File: src/rtl/seg7_pkg.sv
// Shared segment patterns, digit index type and BCD field payload for the HH.MM.SS scan display.
package seg7_pkg;

  localparam logic [7:0] NUMBER_0    = 8'hC0;
  localparam logic [7:0] NUMBER_1    = 8'hF9;
  localparam logic [7:0] NUMBER_2    = 8'hA4;
  localparam logic [7:0] NUMBER_3    = 8'hB0;
  localparam logic [7:0] NUMBER_4    = 8'h99;
  localparam logic [7:0] NUMBER_5    = 8'h92;
  localparam logic [7:0] NUMBER_6    = 8'h82;
  localparam logic [7:0] NUMBER_7    = 8'hF8;
  localparam logic [7:0] NUMBER_8    = 8'h80;
  localparam logic [7:0] NUMBER_9    = 8'h90;
  localparam logic [7:0] SEG_DASH    = 8'hBF;
  localparam logic [7:0] SEG_BLANK   = 8'hFF;
  localparam logic [7:0] DP_LIT_MASK = 8'h7F;

  typedef logic [2:0] digit_idx_t;

  localparam digit_idx_t IDX_SEC_UNITS = 3'd0;
  localparam digit_idx_t IDX_SEC_TENS  = 3'd1;
  localparam digit_idx_t IDX_MIN_UNITS = 3'd2;
  localparam digit_idx_t IDX_MIN_TENS  = 3'd3;
  localparam digit_idx_t IDX_HR_UNITS  = 3'd4;
  localparam digit_idx_t IDX_HR_TENS   = 3'd5;
  localparam digit_idx_t IDX_LAST      = IDX_HR_TENS;

  typedef struct packed {
    logic       oor;
    logic [3:0] tens;
    logic [3:0] units;
  } bcd_field_t;

  function automatic logic [7:0] seg_of(input logic [3:0] d);
    logic [7:0] s;
    case (d)
      4'd0:    s = NUMBER_0;
      4'd1:    s = NUMBER_1;
      4'd2:    s = NUMBER_2;
      4'd3:    s = NUMBER_3;
      4'd4:    s = NUMBER_4;
      4'd5:    s = NUMBER_5;
      4'd6:    s = NUMBER_6;
      4'd7:    s = NUMBER_7;
      4'd8:    s = NUMBER_8;
      4'd9:    s = NUMBER_9;
      default: s = SEG_BLANK;
    endcase
    return s;
  endfunction

endpackage

File: src/rtl/bin2bcd.sv
// Combinational 6-bit binary to two-digit BCD with an out-of-range flag against LIMIT.
module bin2bcd #(
  parameter int unsigned LIMIT = 60
) (
  input  logic [5:0] bin,
  output logic [3:0] tens_c,
  output logic [3:0] units_c,
  output logic       oor_c
);

  always_comb begin
    tens_c  = 4'(bin / 6'd10);
    units_c = 4'(bin % 6'd10);
    oor_c   = (bin >= 6'(LIMIT));
  end

endmodule

File: src/rtl/seg7_scan.sv
// Six-digit multiplexed seven-segment scan driver for HH.MM.SS, active-low segments and enables.
// Build option: define SEG7_LZ_BLANK_EN to blank a leading zero on the hours tens digit.
module seg7_scan
  import seg7_pkg::*;
#(
  parameter int unsigned SCAN_DIV     = 50000,
  parameter int unsigned BLANK_CYCLES = 16
) (
  input  logic       clk,
  input  logic       rst,
  input  logic       load,
  input  logic [5:0] hours,
  input  logic [5:0] minutes,
  input  logic [5:0] seconds,
  output logic [7:0] number,
  output logic [5:0] digit_block
);

  localparam int unsigned P_W   = $clog2(SCAN_DIV);
  localparam logic [P_W-1:0] P_MAX = P_W'(SCAN_DIV - 1);

  logic [P_W-1:0] p;
  digit_idx_t     idx;
  logic [5:0]     hours_q, minutes_q, seconds_q;
  bcd_field_t     hr_bcd, min_bcd, sec_bcd;

  logic [3:0] hr_tens_c, hr_units_c, min_tens_c, min_units_c, sec_tens_c, sec_units_c;
  logic       hr_oor_c, min_oor_c, sec_oor_c;

  bin2bcd #(.LIMIT(24)) u_hr (
    .bin(hours_q), .tens_c(hr_tens_c), .units_c(hr_units_c), .oor_c(hr_oor_c)
  );
  bin2bcd #(.LIMIT(60)) u_min (
    .bin(minutes_q), .tens_c(min_tens_c), .units_c(min_units_c), .oor_c(min_oor_c)
  );
  bin2bcd #(.LIMIT(60)) u_sec (
    .bin(seconds_q), .tens_c(sec_tens_c), .units_c(sec_units_c), .oor_c(sec_oor_c)
  );

  // Field capture, then BCD registered one edge later
  always_ff @(posedge clk) begin
    if (rst) begin
      hours_q   <= '0;
      minutes_q <= '0;
      seconds_q <= '0;
      hr_bcd    <= '0;
      min_bcd   <= '0;
      sec_bcd   <= '0;
    end else begin
      if (load) begin
        hours_q   <= hours;
        minutes_q <= minutes;
        seconds_q <= seconds;
      end
      hr_bcd  <= '{oor: hr_oor_c,  tens: hr_tens_c,  units: hr_units_c};
      min_bcd <= '{oor: min_oor_c, tens: min_tens_c, units: min_units_c};
      sec_bcd <= '{oor: sec_oor_c, tens: sec_tens_c, units: sec_units_c};
    end
  end

  // Prescaler and digit index; idx steps only on the prescaler wrap
  always_ff @(posedge clk) begin
    if (rst) begin
      p   <= '0;
      idx <= '0;
    end else if (p == P_MAX) begin
      p   <= '0;
      idx <= (idx == IDX_LAST) ? digit_idx_t'(0) : idx + 3'd1;
    end else begin
      p <= p + P_W'(1);
    end
  end

  logic blank_c;
  generate
    if (BLANK_CYCLES == 0) begin : g_no_blank
      assign blank_c = 1'b0;
    end else begin : g_blank
      assign blank_c = (p < P_W'(BLANK_CYCLES));
    end
  endgenerate

  bcd_field_t field_c;
  logic       use_tens_c, dp_c, idx_ok_c, lz_c;
  logic [3:0] digit_c;
  logic [7:0] pattern_c;
  logic [5:0] enable_c;

  always_comb begin
    field_c    = '0;
    use_tens_c = 1'b0;
    dp_c       = 1'b0;
    idx_ok_c   = 1'b1;
    lz_c       = 1'b0;
    case (idx)
      IDX_SEC_UNITS: field_c = sec_bcd;
      IDX_SEC_TENS: begin
        field_c    = sec_bcd;
        use_tens_c = 1'b1;
      end
      IDX_MIN_UNITS: begin
        field_c = min_bcd;
        dp_c    = 1'b1;
      end
      IDX_MIN_TENS: begin
        field_c    = min_bcd;
        use_tens_c = 1'b1;
      end
      IDX_HR_UNITS: begin
        field_c = hr_bcd;
        dp_c    = 1'b1;
      end
      IDX_HR_TENS: begin
        field_c    = hr_bcd;
        use_tens_c = 1'b1;
`ifdef SEG7_LZ_BLANK_EN
        lz_c       = !hr_bcd.oor && (hr_bcd.tens == 4'd0);
`endif
      end
      default: idx_ok_c = 1'b0;
    endcase

    digit_c = use_tens_c ? field_c.tens : field_c.units;

    // An out-of-range field shows only segment g, without its decimal point
    if (!idx_ok_c || lz_c)   pattern_c = SEG_BLANK;
    else if (field_c.oor)    pattern_c = SEG_DASH;
    else if (dp_c)           pattern_c = seg_of(digit_c) & DP_LIT_MASK;
    else                     pattern_c = seg_of(digit_c);

    enable_c = idx_ok_c ? ~(6'(1) << idx) : 6'b111111;
  end

  // Registered outputs, dark during the blanking window
  always_ff @(posedge clk) begin
    if (rst || blank_c) begin
      number      <= SEG_BLANK;
      digit_block <= 6'b111111;
    end else begin
      number      <= pattern_c;
      digit_block <= enable_c;
    end
  end

endmodule

File: config.mk
export PLATFORM = sky130hd
export DESIGN_NAME = seg7_scan
export DESIGN_NICKNAME = d
export VERILOG_FILES = /design/src/rtl/seg7_pkg.sv /design/src/rtl/bin2bcd.sv /design/src/rtl/seg7_scan.sv
export SDC_FILE = /design/constraint.sdc
export NUM_CORES = 1
export LEC_CHECK = 0
export BUFFER_PORTS_ARGS = -buffer_cell sky130_fd_sc_hd__buf_4
export CORE_MARGIN = 10
export CORE_UTILIZATION = 45
export CTS_CLUSTER_SIZE = 30
export DETAILED_ROUTE_END_ITERATION = 12
export PLACE_DENSITY = 0.64
export SLEW_MARGIN = 20
export SYNTH_ARGS = -nofsm -noshare
export SYNTH_HDL_FRONTEND = slang
export SYNTH_HIERARCHICAL = 1
export SYNTH_SLANG_ARGS = --single-unit
File: constraint.sdc
create_clock -name clk -period 2.66 [get_ports clk]
set_clock_uncertainty 0.2 [all_clocks]
set_input_delay 0.532 -clock clk [delete_from_list [all_inputs] [get_ports clk]]
set_output_delay 0.532 -clock clk [all_outputs]
set_load 0.005 [all_outputs]
Word-level counts from Yosys, hierarchy flattened. Memories as Yosys holds them, arrays and structs flattened. Cells that the tools add are included.

$add $sub $neg: 2. Divide/modulo/power cells: 6. Order comparisons: 4. Eq/ne operators: 6. Shift operators: 1. Multiplexer cells: 8. Bitwise logic cells: 2. Reductions and logical operators: 11.

Operator list (count): 9-bit case mux with 3 select lines (1); 6-bit by 4-bit divider with 6-bit output, second input constant (3); 6-bit by 4-bit modulo with 6-bit output, second input constant (3); 16-bit by 1-bit adder with 16-bit output, second input constant (1); 16-bit == test, second input constant (1); 16-bit by 5-bit less-than comparator with 1-bit output, second input constant (1); 6-bit >= comparator, second input constant (2); 2-bit OR reduction (6); 8-bit 2-to-1 mux (1); 7-bit 2-to-1 mux (1); 3-bit by 2-bit == test with 1-bit output, second input constant (2); 3-bit == test, second input constant (2); 6-bit by 5-bit >= comparator with 1-bit output, second input constant (1); 6-bit NOT (1); 3-bit OR reduction (2); 6-bit OR reduction (1); 1-bit by 3-bit left shift with 6-bit output, first input constant (1); 4-bit 2-to-1 mux (1); 3-bit by 1-bit adder with 3-bit output, second input constant (1); 3-bit by 1-bit == test with 1-bit output, second input constant (1); 3-bit zero test (1); 1-bit 2-to-1 mux (3); 3-bit 2-to-1 mux (1); 1-bit logical OR (1); 1-bit NOT (1).

Bits in registers: 78. Bits in read-only memories: 224. Output and inout bits: 14. Word-level logic and storage cells: 59. Memories: 2.

Memory list: (no name shown) (depth 16, bits a word 7, rd ports 1, clocked after Yosys merged registers in 0, write ports 0, RTL line seg7_pkg.sv:36) `case (d)`; (no name shown) (depth 16, bits a word 7, rd ports 1, clocked after Yosys merged registers in 0, write ports 0, RTL line seg7_pkg.sv:36).

Depth between registers and ports, before layout. An unclocked memory read counts as a cell.

Word-level depth: 7. Mapped depth: 11. Depth with buffers taken out: 11.

By module. The synthesis kept the hierarchy.

Modules (own cells, without submodules): seg7_scan (times used 1, cells an instance 312, area an instance 3020.4 um^2, sequential area each 1561.5 um^2); bin2bcd at u_min (times used 1, cells an instance 55, area an instance 369.1 um^2, sequential area each 0.0 um^2); bin2bcd at u_sec (times used 1, cells an instance 53, area an instance 337.8 um^2, sequential area each 0.0 um^2); bin2bcd at u_hr (times used 1, cells an instance 48, area an instance 312.8 um^2, sequential area each 0.0 um^2).

Least setup slack after synthesis. OpenSTA, ideal clock, no wires.

Kind: register to register. Start point: register idx[0]. End point: register number[0]. Library setup time: 0.129 ns. Arrival time: 2.104 ns. Data required time: 2.331 ns. Setup slack: 0.227 ns. Stages on the path, launching flop included: 12. Path buffers: 2. Clock period less this slack: 2.433 ns. Path through: dfxtp_1 > buf_2 > inv_1 > nor2_1 > ha_1 > buf_2 > a21bo_2 > a21oi_1 > o32ai_2 > nor2_1 > o32ai_1 > nand2_1.

Longest elaborated chain between the ends: 6. Elaborated cells between the ends (all ways): 22.

RTL lines: from (decl) (RTL line seg7_scan.sv:23) `digit_idx_t idx;`; from (signal assigned) (RTL line seg7_scan.sv:68) `idx <= (idx == IDX_LAST) ? digit_idx_t'(0) : idx + 3'd1;`; 3-bit == test, or another cell as far along (RTL line seg7_scan.sv:95) `case (idx)`; 2-bit OR reduction (no source line) / 3-bit OR reduction (equally long branches); 9-bit case mux with 3 select lines / 1-bit 2-to-1 mux (equally long branches) (RTL line seg7_scan.sv:95); 4-bit 2-to-1 mux (RTL line seg7_scan.sv:123) `digit_c = use_tens_c ? field_c.tens : field_c.units;`; memory 16 x 7 bit; 8-bit 2-to-1 mux (RTL line seg7_scan.sv:128) `else if (dp_c) pattern_c = seg_of(digit_c) & DP_LIT_MASK;`; to (signal assigned) (RTL line seg7_scan.sv:140) `number <= pattern_c;`; to (decl) (RTL line seg7_scan.sv:15) `output logic [7:0] number,`.

Parallel ways exist; a longest one is shown, timed or not. A chain may end at the register's enable or synchronous reset.

Worst setup path after layout.
Start point: register hours_q[4]. End point: register hr_bcd[3] (netlist name).

Longest elaborated chain between the ends: 1.

RTL lines: from (decl) (RTL line seg7_scan.sv:24) `logic [5:0] hours_q, minutes_q, seconds_q;`; from (signal assigned) (RTL line seg7_scan.sv:51) `hours_q <= hours;`; 6-bit by 4-bit modulo with 6-bit output (RTL line bin2bcd.sv:13) `units_c = 4'(bin % 6'd10);`; named net hr_units_c[3] (RTL line seg7_scan.sv:27) `logic [3:0] hr_tens_c, hr_units_c, min_tens_c, min_units_c, sec_tens_c, sec_units_c;`; to (signal assigned) (RTL line seg7_scan.sv:55) `hr_bcd <= '{oor: hr_oor_c, tens: hr_tens_c, units: hr_units_c};`; to (decl) (RTL line seg7_scan.sv:25) `bcd_field_t hr_bcd, min_bcd, sec_bcd;`.

The timed path passes the listed nets, and every way through them passes these cells.

==> metrics <==
status finished clean; worst slew margin relative to its limit 61.4%; VDD IR max 319 uV; Initial DRC Count 242; final wirelength 8040 microns; # fillers 796; DR WL/cell 13.3 microns; Comb pwr share 11.5%; Worst EP arrival 2.49 ns; Ant. Diodes 0; core area 0.00872 sq mm; syn nets 495; largest net degree at the start of global routing 52; Yosys Warn Count 6; commonest non-fill, non-tap cells in the layout dfxtp_1, nor2_1, buf_4, nand2_1, nor2b_1; Hold Slack 0.210 ns; DR pass1 iterations 4; Vias 3240; Clk Latency, worst-skew pair 0.36 ns; final setup fails 0; Place WS 0.199 ns; switch share 23.5%; Psw 0.652 mW; Post-DRT Antenna Nets 0; Startpoint Class flop; Main synth FF type dfxtp_1; gr usage total 12.1%; synthesized flop and latch total 78; worst hold stages 3; DP Cell Count 589; clk sink count 78; placer's final routability congestion estimate 0.899; Netlist cell types 72; Post-CTS Hold Buffers 0; number of synthesized flops with an enable pin 0; # IOs 35; Max-Cap Viols 0; Hold Fails Final Rpt 0; most common cell after layout, fill and taps aside dfxtp_1; gr ovfl total 0; cells after synthesis 468; Seq pwr share 45.3%; # rows 34; mean post-synth cell area 8.63 sq um; final core occ 52.8%; number of global-route vias before repair 3007; Reg clk slew, reported paths 0.08 ns; PnR worst setup slack 0.192 ns; Power Density 604 mW/mm^2; crit share post-route 92.8%; Slew Viols, Final 0; antenna violations before repair 0; Pleak 1.81 nW; Int Pwr 2.13 mW; Nets 519; Die Y 115 microns; post-synthesis instance area 0.00404 sq mm; register area share after synthesis 38.6%; CTS max path bufs 2; Die Wd 115 microns; vias per cell 5.36; RSZ-0062 raised after global routing no; htree depth 3; Worst Path Required 2.69 ns; Layout area overhead 13.9%; share of cells above drive strength 1 17.9%; minimum clock period 2.47 ns; HPWL after detailed placement 5700 microns; die area 0.0132 sq mm; Layout Cells excl Fill 605; TritonCTS buffer count 9; Starting Density 46.3%; Max Clk Rate 405 MHz; design area 0.00460 sq mm; Slew @ Worst Pin 0.579 ns; CP Max Fanout 10; Overall Power 2.78 mW; Reg2Reg Depth 10; Total Neg Setup Slack 0 ns; DRC viols 0; worst hold-check path type primary input to flop; Root Buffer clkbuf_8; Port Buf Inserts 34; first-pass GRT wire length 13500 microns; clock share of power 43.2%; WS Path Type flop to flop; ys async rst share 0%; crit end category flop; CTS tree yes; post-placement cell area 0.00431 sq mm
Yosys cell counts (all sizes together) (3+ instances only):
cell      n  area, sq um
a211oi    7         62.6
nand2    35          134
nor3      8         50.1
nand3    10         50.1
a221oi    7         73.8
inv      13         48.8
a21oi    22          114
o21ai    35          175
nand2b    7         53.8
nor2b    35          234
clkbuf    7         26.3
mux2i    20          200
xnor2    11         96.3
o211ai    3         22.5
o2111ai   3         26.3
dfxtp    78         1560
or3       5         31.3
and3      4         25.0
conb      3         11.3
nor2     55          209
a221o     3         30.0
nand3b    4         30.0
a31oi     4         25.0
buf      28          195
ha        6         75.1
o21a      4         30.0
mux2      3         33.8
xor2      9         78.8
a21o      6         46.3
timing repair:
item | CTS | global route
setup endpoints to repair | 0 | 4
setup buffers | 0 | 0
resized for setup | 0 | 1
critical path, stage by stage (launching register included):
cell     delay (ns)
dfxtp_1        0.49
inv_1          0.11
ha_1           0.33
o31a_1         0.30
a21oi_2        0.23
inv_1          0.07
ha_1           0.20
inv_1          0.05
o31ai_1        0.06
a21o_1         0.18
nor2b_1        0.11
kinds of logic after synthesis:
family,Yosys count,share of synthesized area (%)
xor+xnor,20,4.34
buf+inv,48,6.69
flops,78,38.6
simple gates,177,23.1
compound gates,113,19.3
fa+ha+maj,6,1.86
mux,23,5.79
other cells,3,0.279
sequential cells by signal, indices dropped and copies added, names as in the netlist:
register,flops
idx,3
minutes_q,6
digit_block,6
sec_bcd,9
hours_q,6
seconds_q,6
min_bcd,9
number,8
hr_bcd,9
p,16
path summary, 6_finish.rpt:
check	to	slack [ns]	start
worst max-delay path	hr_bcd[3]	0.19	hours_q[4]
worst min-delay path	hours_q[0]	0.21	hours[0]
worst max register to register	hr_bcd[3]	0.19	hours_q[4]
worst min register to register	p[0]	0.26	p[0]
power groups by stage:
stage / sequential (mW) / combinational [mW] / clock [mW]
after floorplan: 1.26 / 0.280 / 0
after global placement: 1.29 / 0.309 / 0
after detailed placement: 1.29 / 0.316 / 0
after CTS: 1.26 / 0.318 / 1.23
after global routing: 1.27 / 0.362 / 1.28
final: 1.26 / 0.319 / 1.20
per-layer routing:
layer	wire length, microns	share of wire (%)	track usage [%]	vias to the layer above
met3	520	6.5	3.80	8
li1	-	-	-	1670
met5	0	0	0	-
met2	3560	44	18.7	80
met1	3860	48	15.6	1482
met4	93	1.2	4.37	0
area by class of cell:
cell class                 instances  area, sq um  share of cell area [%]
clock buffer                      10          138                    2.99
clock inverter                     6          140                    3.04
inverter                          13         48.8                    1.06
multi-input combinational        342         2220                    48.2
sequential                        78         1560                    33.9
tap                              108          135                    2.94
timing repair buffer              48          360                    7.83
(Power assumes the default switching activity.)
